--- src/rtl/seq_pattern_gen_if.sv ---
// Serial pattern generator bus: control/pattern request from the master,
// serial stream and progress flags back from the generator.
interface seq_pattern_gen_if #(
    parameter int PAT_W = 10,
    parameter int CNT_W = 4,
    parameter int GAP_W = 3
);
    logic             start;
    logic             abort;
    logic             use_def;
    logic [PAT_W-1:0] pattern;
    logic [CNT_W-1:0] reps;
    logic [GAP_W-1:0] gap;
    logic             x;
    logic             valid;
    logic             sof;
    logic             eof;
    logic             busy;
    logic             done;

    modport master (
        output start, abort, use_def, pattern, reps, gap,
        input  x, valid, sof, eof, busy, done
    );

    modport slave (
        input  start, abort, use_def, pattern, reps, gap,
        output x, valid, sof, eof, busy, done
    );
endinterface

--- src/rtl/seq_pattern_gen.sv ---
// Serial pattern transmitter: shifts a latched pattern out MSB-first with
// repeat count and inter-frame gap; all outputs registered.
module seq_pattern_gen #(
    parameter int               PAT_W   = 10,
    parameter logic [PAT_W-1:0] DEF_PAT = 10'b1011101010,
    parameter int               CNT_W   = 4,
    parameter int               GAP_W   = 3
) (
    input  logic              CLK,
    input  logic              RST,
    seq_pattern_gen_if.slave  bus
);
    localparam int IW = $clog2(PAT_W);

    typedef enum logic [1:0] {IDLE, SEND, GAP, FIN} state_t;

    typedef struct packed {
        logic x;
        logic valid;
        logic sof;
        logic eof;
        logic busy;
        logic done;
    } out_t;

    state_t           state, state_n;
    logic [PAT_W-1:0] sh, sh_n, pat, pat_n, load_pat, sel;
    logic [IW-1:0]    idx, idx_n;
    logic [CNT_W-1:0] rem, rem_n;
    logic [GAP_W-1:0] g, g_n, gcnt, gcnt_n;
    logic             load;
    out_t             o, o_n;

    always_ff @(posedge CLK or negedge RST) begin
        if (!RST) begin
            state <= IDLE;
            sh    <= '0;
            pat   <= '0;
            idx   <= '0;
            rem   <= '0;
            g     <= '0;
            gcnt  <= '0;
            o     <= '0;
        end else begin
            state <= state_n;
            sh    <= sh_n;
            pat   <= pat_n;
            idx   <= idx_n;
            rem   <= rem_n;
            g     <= g_n;
            gcnt  <= gcnt_n;
            o     <= o_n;
        end
    end

    // o_n is what the outputs show during the cycle after this edge.
    always_comb begin
        state_n  = state;
        sh_n     = sh;
        pat_n    = pat;
        idx_n    = idx;
        rem_n    = rem;
        g_n      = g;
        gcnt_n   = gcnt;
        o_n      = '0;
        load     = 1'b0;
        load_pat = pat;
        sel      = bus.use_def ? DEF_PAT : bus.pattern;

        case (state)
            IDLE: begin
                if (bus.start) begin
                    pat_n    = sel;
                    rem_n    = (bus.reps == '0) ? CNT_W'(1) : bus.reps;
                    g_n      = bus.gap;
                    load     = 1'b1;
                    load_pat = sel;
                end
            end
            SEND: begin
                if (bus.abort) begin
                    state_n  = FIN;
                    o_n.done = 1'b1;
                end else if (idx == '0) begin
                    rem_n = rem - CNT_W'(1);
                    if (rem == CNT_W'(1)) begin
                        state_n  = FIN;
                        o_n.done = 1'b1;
                    end else if (g != '0) begin
                        state_n  = GAP;
                        gcnt_n   = g;
                        o_n.busy = 1'b1;
                    end else begin
                        load = 1'b1;
                    end
                end else begin
                    sh_n      = {sh[PAT_W-2:0], 1'b0};
                    idx_n     = idx - IW'(1);
                    o_n.x     = sh[PAT_W-2];
                    o_n.valid = 1'b1;
                    o_n.busy  = 1'b1;
                    o_n.eof   = (idx == IW'(1));
                end
            end
            GAP: begin
                gcnt_n = gcnt - GAP_W'(1);
                if (bus.abort) begin
                    state_n  = FIN;
                    o_n.done = 1'b1;
                end else if (gcnt == GAP_W'(1)) begin
                    load = 1'b1;
                end else begin
                    o_n.busy = 1'b1;
                end
            end
            FIN: state_n = IDLE;
            default: state_n = IDLE;
        endcase

        // Frame start: reload the shift register and present the MSB.
        if (load) begin
            state_n   = SEND;
            sh_n      = load_pat;
            idx_n     = IW'(PAT_W - 1);
            o_n.x     = load_pat[PAT_W-1];
            o_n.valid = 1'b1;
            o_n.sof   = 1'b1;
            o_n.busy  = 1'b1;
        end
    end

    assign bus.x     = o.x;
    assign bus.valid = o.valid;
    assign bus.sof   = o.sof;
    assign bus.eof   = o.eof;
    assign bus.busy  = o.busy;
    assign bus.done  = o.done;
endmodule
--- src/flat_wrapper.sv ---
// flat-port wrapper written by rule: the top's interface ports become plain ports
module seq_pattern_gen_flat 
#(
    parameter int               PAT_W   = 10,
    parameter logic [PAT_W-1:0] DEF_PAT = 10'b1011101010,
    parameter int               CNT_W   = 4,
    parameter int               GAP_W   = 3
)
  (CLK, RST, bus_start, bus_abort, bus_use_def, bus_pattern, bus_reps, bus_gap, bus_x, bus_valid, bus_sof, bus_eof, bus_busy, bus_done);
  seq_pattern_gen_if #(.PAT_W(PAT_W), .CNT_W(CNT_W), .GAP_W(GAP_W)) bus_i ();
  input  logic CLK;
  input  logic RST;
  input wire logic [$bits(bus_i.start)-1:0] bus_start;
  input wire logic [$bits(bus_i.abort)-1:0] bus_abort;
  input wire logic [$bits(bus_i.use_def)-1:0] bus_use_def;
  input wire logic [$bits(bus_i.pattern)-1:0] bus_pattern;
  input wire logic [$bits(bus_i.reps)-1:0] bus_reps;
  input wire logic [$bits(bus_i.gap)-1:0] bus_gap;
  output wire logic [$bits(bus_i.x)-1:0] bus_x;
  output wire logic [$bits(bus_i.valid)-1:0] bus_valid;
  output wire logic [$bits(bus_i.sof)-1:0] bus_sof;
  output wire logic [$bits(bus_i.eof)-1:0] bus_eof;
  output wire logic [$bits(bus_i.busy)-1:0] bus_busy;
  output wire logic [$bits(bus_i.done)-1:0] bus_done;
  assign bus_i.start = bus_start;
  assign bus_i.abort = bus_abort;
  assign bus_i.use_def = bus_use_def;
  assign bus_i.pattern = bus_pattern;
  assign bus_i.reps = bus_reps;
  assign bus_i.gap = bus_gap;
  assign bus_x = bus_i.x;
  assign bus_valid = bus_i.valid;
  assign bus_sof = bus_i.sof;
  assign bus_eof = bus_i.eof;
  assign bus_busy = bus_i.busy;
  assign bus_done = bus_i.done;
  seq_pattern_gen #(.PAT_W(PAT_W), .DEF_PAT(DEF_PAT), .CNT_W(CNT_W), .GAP_W(GAP_W)) u_core (.CLK(CLK), .RST(RST), .bus(bus_i));
endmodule
--- config.mk ---
export PLATFORM = sky130hd
export DESIGN_NAME = seq_pattern_gen_flat
export DESIGN_NICKNAME = d
export VERILOG_FILES = /design/src/rtl/seq_pattern_gen_if.sv /design/src/rtl/seq_pattern_gen.sv /design/src/flat_wrapper.sv
export SDC_FILE = /design/constraint.sdc
export NUM_CORES = 1
export LEC_CHECK = 0
export CAP_MARGIN = 20
export CORE_ASPECT_RATIO = 0.5
export CORE_UTILIZATION = 54
export DETAILED_ROUTE_END_ITERATION = 8
export PLACE_DENSITY_LB_ADDON = 0.1
export SLEW_MARGIN = 20
export SYNTH_ARGS = -nofsm -noshare
export SYNTH_HDL_FRONTEND = slang
export SYNTH_SLANG_ARGS = --single-unit
--- constraint.sdc ---
create_clock -name CLK -period 2.5 [get_ports CLK]
set_input_delay 0.5 -clock CLK [delete_from_list [all_inputs] [get_ports CLK]]
set_output_delay 0.5 -clock CLK [all_outputs]
set_load 0.05 [all_outputs]
==> impl_metrics.tcl <==
set metrics [dict create \
    status "completed" \
    sequentialPowerShare 0.351 \
    nFillCells 277 \
    grt_pass1_vias 1551 \
    grt_max_degree 42 \
    avgSynthCellArea_um2 9.80 \
    wl_per_cell_um 14.3 \
    grt_remaining_overflow 0 \
    hold_buffers 0 \
    clock_power_share 0.194 \
    yosysWarnings 0 \
    ys.flop_type "dfrtp_1" \
    setup_viol 0 \
    drtIter0Drc 46 \
    die_w_um 90.6 \
    die-area_um2 4190 \
    maxSlewHeadroom 0.390 \
    core_area_um2 3580 \
    worstSkewPairLatency_ns 0.30 \
    synth_top_area_share 0.485 \
    clock_sinks 41 \
    synthesis.area_um2 2120 \
    cts_resized 0 \
    first_pass_iters 4 \
    antenna_found_initial 0 \
    finalHoldViolCount 0 \
    synth_top_area_cell "dfrtp_1" \
    p_sw_frac 0.392 \
    drt_wl_total_um 4310 \
    max_freq_mhz 433 \
    clock-root-buffer "clkbuf_8" \
    crit_top_cell "inv_1" \
    antenna_cells 0 \
    rsz0062_at_grt "false" \
    synth_top_cells_by_count "41 x dfrtp_1, 25 x nand2_1, 24 x o21ai_0" \
    reg2reg_to "u_core.bus.x" \
    syn_to_final_growth_pct 24.1 \
    routabilityCongestion 0.835 \
    power.net_switching_mw 1.32 \
    power_frac_comb 0.455 \
    route.vias.total 1683 \
    drive_gt1_frac 0.120 \
    p_per_area_nw_per_um2 1280 \
    postLayoutCellArea_um2 2630 \
    reg2reg_depth 7 \
    postRouteAntennaNets 0 \
    tns_ns 0 \
    min_period_ns 2.31 \
    yosysMostFrequentCell "dfrtp_1" \
    reg2reg_setup_slack_ns 0.19 \
    layout.nets 282 \
    cap_violations 0 \
    hold_path_class "in2async" \
    grt_pass1_wl_um 7180 \
    hpwl_um 3010 \
    crit_chain "inv_1 > ha_1 > nand4bb_1 > a21oi_1 > nor2_1 > inv_1 > o31ai_1" \
    port_buffers 27 \
    cellLeakagePower_nw 1.15 \
    critPathMaxStageDelay_ns 0.61 \
    synth_cell_types 39 \
    synth_edf_count 0 \
    drcViolationCount 0 \
    crit_fanout 12 \
    tritoncts "built" \
    crit_type "reg2reg" \
    drt-vias-per-instance 5.57 \
    yosysSeqAreaShare 0.485 \
    finalCritPeriodShare 0.924 \
    clk_pin_slew_ns 0.08 \
    clockBufferDepth 2 \
    p_int_mw 2.04 \
    start_util 0.591 \
    grtUsageTotal 0.224 \
    numCtsBuffers 5 \
    hold_slack_ns 0.331 \
    dpl_cell_area_um2 2490 \
    final_util 0.733 \
    dieHeight_um 46.3 \
    cp_slowest_cell "nor2_1" \
    vdd_drop_max_uv 551 \
    synth_area_leaders "dfrtp_1 48%, ha_1 5.9%, o21ai_0 5.7%" \
    maxSlewViolCount 0 \
    ys_ff_latch 41 \
    async_reset_ff_frac 1.00 \
    synth_fp_nets 248 \
    r2r-start "u_core.state[0]" \
    tightest_slew_ns 0.915 \
    syn_inst 216 \
    finalClockSkew_ns 0.00440 \
    cp-start-kind "flop" \
    ioPinCount 28 \
    crit_arrival_ns 2.51 \
    cp.required_ns 2.70 \
    h-tree-depth 2 \
    rows 15 \
    end_kind "flop" \
    post_cts_buffers 0 \
]
==> placed cells by master (no fill, tap or decap), types with 7 or more instances in the layout <==
cell type        synthesis  final
buf_4                    1      9
nand2_1                 25     25
nand2b_1                10     10
o22ai_1                 11     11
o21ai_0                 24     24
nor2_1                  12     12
a21oi_1                  7      7
dfrtp_1                 41     41
clkdlybuf4s50_1          0     26
a2bb2oi_1                8      8
ha_1                    10     10
inv_1                   15     15
==> worst max-delay path, delay by kind of cell (launching register included) <==
family	cells	cell delay, ns
and+or+nand+nor	2	0.80
buffers and inverters	2	0.29
AOI/OAI and AO/OA	2	0.39
adders and majority gates	1	0.34
DFF	1	0.40
==> through the flow <==
| stage | setup slack, ns | std cells | total power, mW |
|---|---|---|---|
| 6_report | 0.190 | 302 | 3.36 |
| 5_1_grt | 0.00896 | 302 | 3.60 |
| 4_1_cts | 0.217 | 302 | 3.36 |
| 3_5_place_dp | -0.0694 | 294 | 2.69 |
| 3_3_place_gp | 0.00285 | 294 | 2.64 |
| 2_1_floorplan | 0.258 | 216 | 2.24 |
==> cells by family after synthesis <==
group | Yosys count | synth area share
flip-flops | 41 | 0.485
multiplexers | 8 | 0.0402
AND/OR/NAND/NOR | 70 | 0.182
AO/OA/AOI/OAI | 62 | 0.186
buffers and inverters | 25 | 0.0479
adder cells (fa/ha/maj) | 10 | 0.0591
==> per-layer routing <==
metal  track usage  wire [um]
met5             0          0
met4        0.0387         16
met3        0.0528        181
met2         0.394       2020
met1         0.297       2100
==> how the worst max path moves through the flow <==
stage	cells past startpoint	to	startpoint	slack [ns]
2_1_floorplan	8	u_core.idx[0]	u_core.state[1]	0.26
3_3_place_gp	6	u_core.idx[0]	bus_abort	0.003
3_5_place_dp	7	u_core.bus.x	bus_abort	-0.07
4_1_cts	7	u_core.bus.x	u_core.state[0]	0.22
5_1_grt	7	u_core.bus.x	u_core.state[0]	0.009
6_report	7	u_core.bus.x	u_core.state[0]	0.19
==> sequential cells by signal, indices dropped and copies added (netlist names) <==
| name | cells |
|---|---|
| u_core.bus.valid | 1 |
| u_core.bus.eof | 1 |
| u_core.g | 3 |
| u_core.sh | 9 |
| u_core.state | 2 |
| u_core.bus.done | 1 |
| u_core.bus.busy | 1 |
| u_core.rem | 4 |
| u_core.pat | 10 |
| u_core.bus.sof | 1 |
| u_core.bus.x | 1 |
| u_core.idx | 4 |
| u_core.gcnt | 3 |
==> final cells by class <==
cell class	instances	area, um^2	share of cell area
Clock buffer	5	68.8	0.0262
Timing Repair Buffer	37	353	0.134
Inverter	15	56.3	0.0214
Clock inverter	3	68.8	0.0262
Sequential cell	41	1030	0.391
Multi-Input combinational cell	150	990	0.377
Tap cell	51	63.8	0.0243
==> power groups by stage <==
| stage | registers (mW) | clock network [mW] | logic [mW] |
|---|---|---|---|
| floorplan | 1.24 | 0 | 1.00 |
| global placement | 1.17 | 0 | 1.47 |
| CTS | 1.18 | 0.662 | 1.53 |
| finish | 1.18 | 0.652 | 1.53 |
| global route | 1.22 | 0.681 | 1.70 |
| detailed placement | 1.19 | 0 | 1.51 |
(Power assumes the default switching activity.)
